==> config.mk <==
export PLATFORM = sky130hd
export DESIGN_NAME = mx_tx_pkt_arbiter
export DESIGN_NICKNAME = d
export VERILOG_FILES = /design/src/rtl/mx_tx_arb_pkg.sv /design/src/rtl/mx_tx_arb_grant.sv /design/src/rtl/mx_tx_pkt_arbiter.sv
export SDC_FILE = /design/constraint.sdc
export NUM_CORES = 1
export LEC_CHECK = 0
export BUFFER_PORTS_ARGS = -buffer_cell sky130_fd_sc_hd__buf_2
export CORE_AREA = 2 2 109 111
export DETAILED_ROUTE_END_ITERATION = 8
export DIE_AREA = 0 0 111 113
export PLACE_DENSITY = 0.73
export SETUP_SLACK_MARGIN = 0.05
export SYNTH_ARGS = -nofsm -noshare
export SYNTH_HDL_FRONTEND = slang
export SYNTH_SLANG_ARGS = --single-unit
==> constraint.sdc <==
create_clock -name clk_i -period 3.39 [get_ports clk_i]
set_input_delay 0.678 -clock clk_i [delete_from_list [all_inputs] [get_ports clk_i]]
set_output_delay 0.678 -clock clk_i [all_outputs]
set_load 0.005 [all_outputs]
==> src/rtl/mx_tx_arb_pkg.sv <==
// Shared types for the two-source packet transmit arbiter: FSM states,
// the packet word layout and the source indices.
package mx_tx_arb_pkg;

  localparam int PKT_DATA_W  = 64;
  localparam int PKT_EMPTY_W = 3;

  localparam int SRC_TG  = 0;
  localparam int SRC_CPU = 1;

  typedef enum logic [1:0] {
    ST_IDLE   = 2'd0,
    ST_GRANT0 = 2'd1,
    ST_GRANT1 = 2'd2
  } arb_state_t;

  typedef struct packed {
    logic [PKT_DATA_W-1:0]  data;
    logic                   sop;
    logic                   eop;
    logic [PKT_EMPTY_W-1:0] empty;
  } pkt_word_t;

endpackage

==> src/rtl/mx_tx_arb_grant.sv <==
// Winner selection for the packet arbiter: strict priority (source 1 first)
// or round-robin alternation away from the last granted source.
module mx_tx_arb_grant
  import mx_tx_arb_pkg::*;
(
  input  logic [1:0] req_i,
  input  logic       strict_prio_i,
  input  logic       rr_last_i,
  output logic [1:0] grant_o
);

  always_comb begin
    grant_o = 2'b00;
    if (strict_prio_i) begin
      if (req_i[SRC_CPU])     grant_o[SRC_CPU] = 1'b1;
      else if (req_i[SRC_TG]) grant_o[SRC_TG]  = 1'b1;
    end else if (&req_i) begin
      // Contention: the source that did not win last time goes next.
      grant_o = rr_last_i ? 2'b01 : 2'b10;
    end else begin
      grant_o = req_i;
    end
  end

endmodule

==> src/rtl/mx_tx_pkt_arbiter.sv <==
// Packet-granular arbiter sharing the transmit path between the traffic
// generator and the CPU stream; grant is held from SOP until the EOP transfer.
module mx_tx_pkt_arbiter
  import mx_tx_arb_pkg::*;
#(
  parameter int DATA_W  = PKT_DATA_W,
  parameter int EMPTY_W = PKT_EMPTY_W,
  parameter int CNT_W   = 32
) (
  input  logic               clk_i,
  input  logic               rst_i,
  input  logic [DATA_W-1:0]  src0_data_i,
  input  logic               src0_sop_i,
  input  logic               src0_eop_i,
  input  logic [EMPTY_W-1:0] src0_empty_i,
  input  logic               src0_val_i,
  output logic               src0_ready_o,
  input  logic [DATA_W-1:0]  src1_data_i,
  input  logic               src1_sop_i,
  input  logic               src1_eop_i,
  input  logic [EMPTY_W-1:0] src1_empty_i,
  input  logic               src1_val_i,
  output logic               src1_ready_o,
  output logic [DATA_W-1:0]  tx_data_o,
  output logic               tx_sop_o,
  output logic               tx_eop_o,
  output logic [EMPTY_W-1:0] tx_empty_o,
  output logic               tx_val_o,
  input  logic               tx_ready_i,
  input  logic [1:0]         src_en_i,
  input  logic               strict_prio_i,
  output logic [CNT_W-1:0]   pkt_cnt0_o,
  output logic [CNT_W-1:0]   pkt_cnt1_o,
  output logic               proto_err_o,
  input  logic               err_clr_i
);

  arb_state_t       r_state;
  arb_state_t       w_state_nxt;
  logic             r_rr_last;
  logic [CNT_W-1:0] r_pkt_cnt0;
  logic [CNT_W-1:0] r_pkt_cnt1;
  logic             r_proto_err;

  logic [1:0] w_req;
  logic [1:0] w_grant;
  logic [1:0] w_stray;
  logic       w_xfer;
  logic       w_eop_xfer;
  pkt_word_t  w_src0_word;
  pkt_word_t  w_src1_word;
  pkt_word_t  w_tx_word;

  assign w_src0_word = '{data: src0_data_i, sop: src0_sop_i, eop: src0_eop_i, empty: src0_empty_i};
  assign w_src1_word = '{data: src1_data_i, sop: src1_sop_i, eop: src1_eop_i, empty: src1_empty_i};

  assign w_req   = src_en_i & {src1_val_i & src1_sop_i,  src0_val_i & src0_sop_i};
  assign w_stray = src_en_i & {src1_val_i & ~src1_sop_i, src0_val_i & ~src0_sop_i};

  mx_tx_arb_grant u_grant (
    .req_i         (w_req),
    .strict_prio_i (strict_prio_i),
    .rr_last_i     (r_rr_last),
    .grant_o       (w_grant)
  );

  assign w_tx_word  = (r_state == ST_GRANT1) ? w_src1_word : w_src0_word;
  assign w_xfer     = tx_val_o & tx_ready_i;
  assign w_eop_xfer = w_xfer & w_tx_word.eop;

  always_ff @(posedge clk_i) begin
    if (rst_i) r_state <= ST_IDLE;
    else       r_state <= w_state_nxt;
  end

  always_comb begin
    w_state_nxt = r_state;
    case (r_state)
      ST_IDLE: begin
        if (w_grant[SRC_CPU])     w_state_nxt = ST_GRANT1;
        else if (w_grant[SRC_TG]) w_state_nxt = ST_GRANT0;
      end
      ST_GRANT0, ST_GRANT1: begin
        if (w_eop_xfer) w_state_nxt = ST_IDLE;
      end
      default: w_state_nxt = ST_IDLE;
    endcase
  end

  // Handshakes are held off during reset so a half-sent packet is dropped cleanly.
  always_comb begin
    tx_val_o     = 1'b0;
    src0_ready_o = 1'b0;
    src1_ready_o = 1'b0;
    if (!rst_i) begin
      case (r_state)
        ST_IDLE: begin
          src0_ready_o = w_stray[SRC_TG];
          src1_ready_o = w_stray[SRC_CPU];
        end
        ST_GRANT0: begin
          tx_val_o     = src0_val_i;
          src0_ready_o = tx_ready_i;
        end
        ST_GRANT1: begin
          tx_val_o     = src1_val_i;
          src1_ready_o = tx_ready_i;
        end
        default: ;
      endcase
    end
  end

  always_ff @(posedge clk_i) begin
    if (rst_i) begin
      r_rr_last   <= 1'b1;
      r_pkt_cnt0  <= '0;
      r_pkt_cnt1  <= '0;
      r_proto_err <= 1'b0;
    end else begin
      if (r_state == ST_IDLE && |w_grant) r_rr_last <= w_grant[SRC_CPU];
      if (r_state == ST_GRANT0 && w_eop_xfer) r_pkt_cnt0 <= r_pkt_cnt0 + CNT_W'(1);
      if (r_state == ST_GRANT1 && w_eop_xfer) r_pkt_cnt1 <= r_pkt_cnt1 + CNT_W'(1);
      if (r_state == ST_IDLE && |w_stray) r_proto_err <= 1'b1;
      else if (err_clr_i)                 r_proto_err <= 1'b0;
    end
  end

  assign tx_data_o   = w_tx_word.data;
  assign tx_sop_o    = w_tx_word.sop;
  assign tx_eop_o    = w_tx_word.eop;
  assign tx_empty_o  = w_tx_word.empty;
  assign pkt_cnt0_o  = r_pkt_cnt0;
  assign pkt_cnt1_o  = r_pkt_cnt1;
  assign proto_err_o = r_proto_err;

endmodule

==> metrics.md, run 1 <==
| Metric | Value |
|---|---|
| Metal-1 WL | `7930 um` |
| Max Fclk | `366 MHz` |
| N_diodes | `0` |
| Die W | `111 um` |
| Worst slew margin | `45.5%` |
| Worst hold path stage count | `2` |
| Area grow syn2layout | `45.1%` |
| First-pass GRT wire length | `24300 um` |
| Post-DP HPWL | `13800 um` |
| YS warnings | `0` |
| Worst Path Required | `2.71 ns` |
| Seq/Total Area, Yosys | `32.0%` |
| Row cnt | `39` |
| WL/cell | `18.4 um` |
| DR iter-0 viols | `358` |
| Latest clock arrival within the worst-skew pair | `0.34 ns` |
| R2r setup slk | `0.80 ns` |
| Postcts setup bufs | `0` |
| Worst hold margin | `0.482 ns` |
| CP Max Fanout | `38` |
| Vias/cell | `5.33` |
| RSZ-0062 raised after global routing | `no` |
| Pwr dens | `365 nW/um2` |
| Mean post-synth cell area | `8.68 um2` |
| Clock tree buffer depth | `2` |
| CP max stage delay | `0.45 ns` |
| Die H | `113 um` |
| CTS H-tree lvls | `3` |
| Die area | `12500 um2` |
| Post-synth EDFFs | `0` |
| Initial antenna violation count | `2` |
| R2r startpoint | `r_state[0]` |
| Largest net degree at the start of global routing | `62` |
| Post-route cell area | `6170 um2` |
| Post-synth top area share | `32.0%` |
| Grt ovf | `0` |
| Slowest stage cell, crit path | `mux2_2` |
| Reg2Reg Depth | `7` |
| IO buf count | `283` |
| Final Hold Viols | `0` |
| CTS buffer count | `9` |
| CTS Root Cell | `clkbuf_16` |
| CTS Sinks | `68` |
| Critical path cell sequence | `inv_1 -> ha_4 -> buf_4 -> mux2_2 -> buf_2` |
| WP data arrival | `2.05 ns` |
| Vias | `4862` |
| CP Capture Type | `output pin` |
| Commonest non-fill, non-tap cell in the layout | `buf_2` |
| Placed cell count | `897` |
| Total of max-cap violations | `0` |
| Status | `finished clean` |
| Finished Layout Cells | `913` |
| Metal2 WL | `7030 um` |
| Netlist Area Pre-Place | `4250 um2` |
| Worst IR drop on VDD | `0.267 mV` |
| Hold EP | `pkt_cnt1_o[31]` |
| CP startpoint kind | `flop` |
| Top FF cell, synth | `dfxtp_1` |
| Post-synthesis async set-or-reset flop share | `0%` |
| Hold Crit Class | `flop to flop` |
| Vias in the first global route | `4331` |
| Tcrit/Tclk final | `80.6%` |
| Synth top area cells | `dfxtp_1 32%, mux2_2 19%, xnor2_1 7.4%` |
| Unique masters post-synth | `46` |
| LEAKAGE | `2.73 nW` |
| TritonCTS clock tree | `done` |
| Clock transition at the registers of the reported paths | `0.06 ns` |
| Total GRT Usage | `25.1%` |
| Crit Reg-Reg Endpoint | `pkt_cnt0_o[29]` |
| Drt drc | `0` |
| I/O pin count | `284` |
| Most frequent cells in the layout | `283 x buf_2, 71 x mux2_2, 68 x dfxtp_1` |
| Initial Util | `37.7%` |
| Layout cells sized above 1 | `50.3%` |
| Number of gates resized after CTS | `0` |
| Least-Margin Pin Slew | `0.811 ns` |
| Min-delay src | `pkt_cnt1_o[31]` |
| Final RePlAce weighted congestion | `0.924` |
| Syn Nets | `642` |
| Period minus WS final | `2.73 ns` |
| FF+latch count, synth | `68` |
| WS Path Type | `flop to output pin` |
| DP Area | `5820 um2` |
| Hold Buf Count CTS | `0` |
| Final Total Pwr | `0.00225 W` |
| Synth area leader | `dfxtp_1` |
| Antenna Nets Post-Route | `0` |
| Final nets | `917` |
| TNS Setup | `0 ns` |
| Total detailed-routing wirelength | `16800 um` |
| Setup violations, final | `0` |
| Met3 wire len | `1680 um` |
| Max Used Layer | `met5` |
| Final Max Slew Viols | `0` |
| Core area | `11300 um2` |
| Iteration count of the initial detailed-routing pass | `5` |
| Syn Inst Count | `490` |
| Clock skew | `0.00700 ns` |
==> area by class of cell <==
type	instances	area, um2
clock buffer	11	243
clock inverter	5	108
fill	1049	5100
inverter	12	45.0
multi-input combinational	384	2760
sequential	68	1360
tap	143	179
timing repair buffer	290	1470
==> registers in the layout (all words and copies together), names as in the netlist <==
signal,flops
r_rr_last,1
pkt_cnt1_o,32
r_state,2
proto_err_o,1
pkt_cnt0_o,32
==> logic make-up after synthesis <==
logic type | count (synthesis) | share of synthesized area [%]
compound gates | 33 | 4.94
mux | 73 | 19.3
flops | 68 | 32.0
buf+inv | 38 | 3.44
fa+ha+maj | 5 | 1.47
simple gates | 225 | 29.0
xor+xnor | 48 | 9.89
==> stage by stage <==
stage | util [%] | setup slack (ns)
floorplan | - | 1.04
global placement | 51.6 | 0.866
detailed placement | 51.6 | 0.816
CTS | 54.7 | 0.676
global route | 54.7 | 0.575
finish | 54.7 | 0.658
==> critical path, delay by kind of cell, from the launching register on <==
family / cells / cell delay, ns
fa+ha+maj: 1 / 0.22
buf+inv: 3 / 0.70
flops: 1 / 0.33
mux: 1 / 0.45
==> per-layer routing <==
metal | global-route usage (%) | vias up
li1 | - | 2327
met1 | 38.5 | 2254
met2 | 36.0 | 264
met3 | 5.84 | 15
met4 | 4.33 | 2
met5 | 0 | -
==> synth_stat cells, types with 2 or more instances <==
cell       n
o31ai_1    5
or3_1      2
and3_1     7
mux2i_1    2
clkbuf_1  20
nor3b_1    2
ha_1       5
nand4_1   24
buf_1      3
xnor2_1   36
a21o_1     2
nor4_1    26
mux2_2    71
or4_1      6
nor2b_1    7
or2_2      3
nand3_1   20
nor4b_1    4
nand2_1   34
and4_1     7
nand2b_1   3
a21oi_1   14
dfxtp_1   68
nand4b_1   2
nand3b_1   2
nor2_1    56
o21ai_0    3
inv_1     11
xor2_1    12
and2_1     2
a31oi_1    2
buf_2      3
nor3_1    13
==> where the power goes <==
group          internal (W)  total [W]  switching [W]
registers          0.000802   0.000805     0.00000255
logic              0.000180   0.000351       0.000172
clock network      0.000742    0.00110       0.000354
==> how the worst max path moves through the flow <==
stage,start,endpoint,slack [ns],depth (start not counted)
floorplan,r_state[0],pkt_cnt1_o[29],1.04,8
global placement,rst_i,pkt_cnt1_o[31],0.87,6
detailed placement,r_state[0],pkt_cnt0_o[29],0.82,7
CTS,r_state[0],tx_data_o[60],0.68,5
global route,r_state[0],tx_data_o[56],0.58,5
finish,r_state[0],tx_data_o[60],0.66,5
No activity file was read; power rests on OpenSTA's default activity.
==> run 2, diff against run 1 <==
==> constraint.sdc (replaced) <==
create_clock -name clk_i -period 2.6 [get_ports clk_i]
set_input_delay 0.52 -clock clk_i [delete_from_list [all_inputs] [get_ports clk_i]]
set_output_delay 0.52 -clock clk_i [all_outputs]
set_load 0.005 [all_outputs]
==> run 2 against run 1 <==
Net effect:
- non-clock buffer count rose by 5
- worst hold slack improved by 0.015 ns
- first-iteration DRC count rose by 41%
- utilization rose by 0.18 points
- routed wire length rose by 0.53%
- sequential share of layout area fell by 0.071 points
- via count fell by 1.7%
- setup slack got worse by 0.53 ns
- sequential power rose by 30%
- combinational power rose by 31%
- clock skew fell by 0.00094 ns
- cell area rose by 0.32%
- critical path type unchanged
==> metrics.md, run 2 (synthesis gave the netlist of run 1 again) <==
| Metric | Value |
|---|---|
| Finished Layout Cells | `918 (+0.55%)` |
| Total GRT Usage | `25.3% (+0.23 points)` |
| CTS H-tree lvls | `3 (unchanged)` |
| Initial antenna violation count | `0 (-2)` |
| DP Area | `5870 um2 (+0.86%)` |
| WL/cell | `18.4 um (about the same)` |
| Worst IR drop on VDD | `0.429 mV (+60%)` |
| Vias/cell | `5.21 (-2.2%)` |
| Clock skew | `0.00607 ns (-0.000936 ns)` |
| N_diodes | `0 (unchanged)` |
| R2r setup slk | `0.20 ns (-0.60 ns)` |
| DR iter-0 viols | `505 (+41%)` |
| Critical path cell sequence | `inv_1 -> ha_4 -> buf_12 -> mux2_2 -> buf_2` |
| Iteration count of the initial detailed-routing pass | `5 (unchanged)` |
| Vias | `4781 (-1.7%)` |
| CTS Root Cell | `clkbuf_16` |
| Die W | `111 um (unchanged)` |
| GRT Max-Usage Layer | `met1` |
| Most frequent cells in the layout | `283 x buf_2, 71 x mux2_2, 68 x dfxtp_1` |
| TNS Setup | `0 ns (unchanged)` |
| Final RePlAce weighted congestion | `0.872 (-5.6%)` |
| Core area | `11300 um2 (unchanged)` |
| Post-DP HPWL | `13600 um (-0.82%)` |
| Multi-input gate area | `2770 um2 (about the same)` |
| Die area | `12500 um2 (unchanged)` |
| CTS Sinks | `68 (unchanged)` |
| Total detailed-routing wirelength | `16900 um (+0.53%)` |
| CP max stage delay | `0.42 ns (-0.03 ns)` |
| Final Max Slew Viols | `0 (unchanged)` |
| Antenna Nets Post-Route | `0 (unchanged)` |
| CTS buffer count | `9 (unchanged)` |
| Clock transition at the registers of the reported paths | `0.06 ns (about the same)` |
| RSZ-0062 raised after global routing | `no` |
| Vias in the first global route | `4272 (-1.4%)` |
| Crit path from | `r_state[0]` |
| Worst Path Required | `2.08 ns (-0.63 ns)` |
| Slowest stage cell, crit path | `mux2_2` |
| Least-Margin Pin Slew | `0.795 ns (-0.0159 ns)` |
| Pwr dens | `462 nW/um2 (+26%)` |
| LEAKAGE | `2.74 nW (+0.17%)` |
| I/O pin count | `284 (unchanged)` |
| WS Path Type | `flop to output pin` |
| Placed cell count | `902 (+0.56%)` |
| Initial Util | `37.7% (unchanged)` |
| TritonCTS clock tree | `done` |
| Reg2Reg Depth | `5 (-2)` |
| Total of max-cap violations | `0 (unchanged)` |
| Critical path destination | `tx_data_o[54]` |
| Worst hold margin | `0.497 ns (+0.0146 ns)` |
| Period minus WS final | `2.47 ns` |
| Final nets | `922 (+0.55%)` |
| WP data arrival | `1.95 ns (-0.10 ns)` |
| Worst slew margin | `47.0% (+1.6 points)` |
| Latest clock arrival within the worst-skew pair | `0.34 ns (about the same)` |
| Setup violations, final | `0 (unchanged)` |
| Clock tree buffer depth | `2 (unchanged)` |
| Largest net degree at the start of global routing | `77 (+24%)` |
| Tcrit/Tclk final | `95.0%` |
| First-pass GRT wire length | `24400 um (+0.40%)` |
| Postcts setup bufs | `0 (unchanged)` |
| Register Area | `1360 um2 (unchanged)` |
| Post-route cell area | `6190 um2 (+0.32%)` |
| R2r startpoint | `pkt_cnt0_o[10]` |
| Hold Crit Class | `flop to flop` |
| IO buf count | `283 (unchanged)` |
| Status | `finished clean` |
| CP startpoint kind | `flop` |
| Grt ovf | `0 (unchanged)` |
| Drt drc | `0 (unchanged)` |
| Area grow syn2layout | `45.5%` |
| Die H | `113 um (unchanged)` |
| Crit Reg-Reg Endpoint | `pkt_cnt0_o[29]` |
| Final Hold Viols | `0 (unchanged)` |
| CP Capture Type | `output pin` |
| CP Max Fanout | `68 (+79%)` |
| Met2 global-route usage | `36.0% (unchanged)` |
| Row cnt | `39 (unchanged)` |
| Fillers | `1069 (+1.9%)` |
| Max Fclk | `405 MHz` |
| Layout cells sized above 1 | `50.6% (+0.32 points)` |
| Grt met3 use | `7.39% (+1.6 points)` |
| Commonest non-fill, non-tap cell in the layout | `buf_2` |
| Met1 Usage GRT | `38.2% (-0.23 points)` |
-- run 2: cell type report --
cell class              count  share of cell area, %
multi-input cells         384                   44.7
flip-flops and latches     68                   22.0
clock buffers              11                   3.76
repair buffers            295                   24.6
clock inverters             5                   1.38
inverters                  12                  0.728
well taps                 143                   2.89
-- run 2: worst min path at each step --
stage / startpoint / to / slack (ns) / cells past startpoint
final: pkt_cnt1_o[1] / pkt_cnt1_o[1] / 0.50 / 2
after global routing: pkt_cnt0_o[31] / pkt_cnt0_o[31] / 0.52 / 2
after CTS: pkt_cnt1_o[1] / pkt_cnt1_o[1] / 0.50 / 2
after detailed placement: pkt_cnt0_o[31] / pkt_cnt0_o[31] / 0.48 / 2
after global placement: pkt_cnt1_o[31] / pkt_cnt1_o[31] / 0.47 / 2
after floorplan: pkt_cnt1_o[31] / pkt_cnt1_o[31] / 0.47 / 2
-- run 2: worst max-delay path, delay by kind of cell, from the launching register on --
kind | cells | cell delay (ns)
mux | 1 | 0.42
fa+ha+maj | 1 | 0.25
flops | 1 | 0.32
buf+inv | 3 | 0.57
-- run 2: metal layers --
metal / part of all wire, % / up-vias / wire [um]
met1: 47 / 2193 / 7920
met3: 10 / 13 / 1770
met4: 0.79 / 0 / 133
met5: 0 / - / 0
met2: 42 / 237 / 7100
li1: - / 2338 / -
-- run 2: report_power, final --
group | internal, W | switching, W
sequential | 0.00105 | 0.00000312
combinational | 0.000237 | 0.000222
clock | 0.000846 | 0.000503
-- run 2: through the flow --
step,util [%],power [W],setup WS [ns]
final,54.9,0.00286,0.131
after global routing,54.9,0.00293,0.0499
after CTS,54.9,0.00286,0.128
after detailed placement,52.0,0.00152,0.182
after global placement,52.0,0.00152,0.233
after floorplan,-,0.00126,0.248
-- run 2: timing repair --
action | in CTS | in global routing
hold buffers | 0 | 0
gates resized for setup | 0 | 1
setup endpoints to repair | 0 | 5
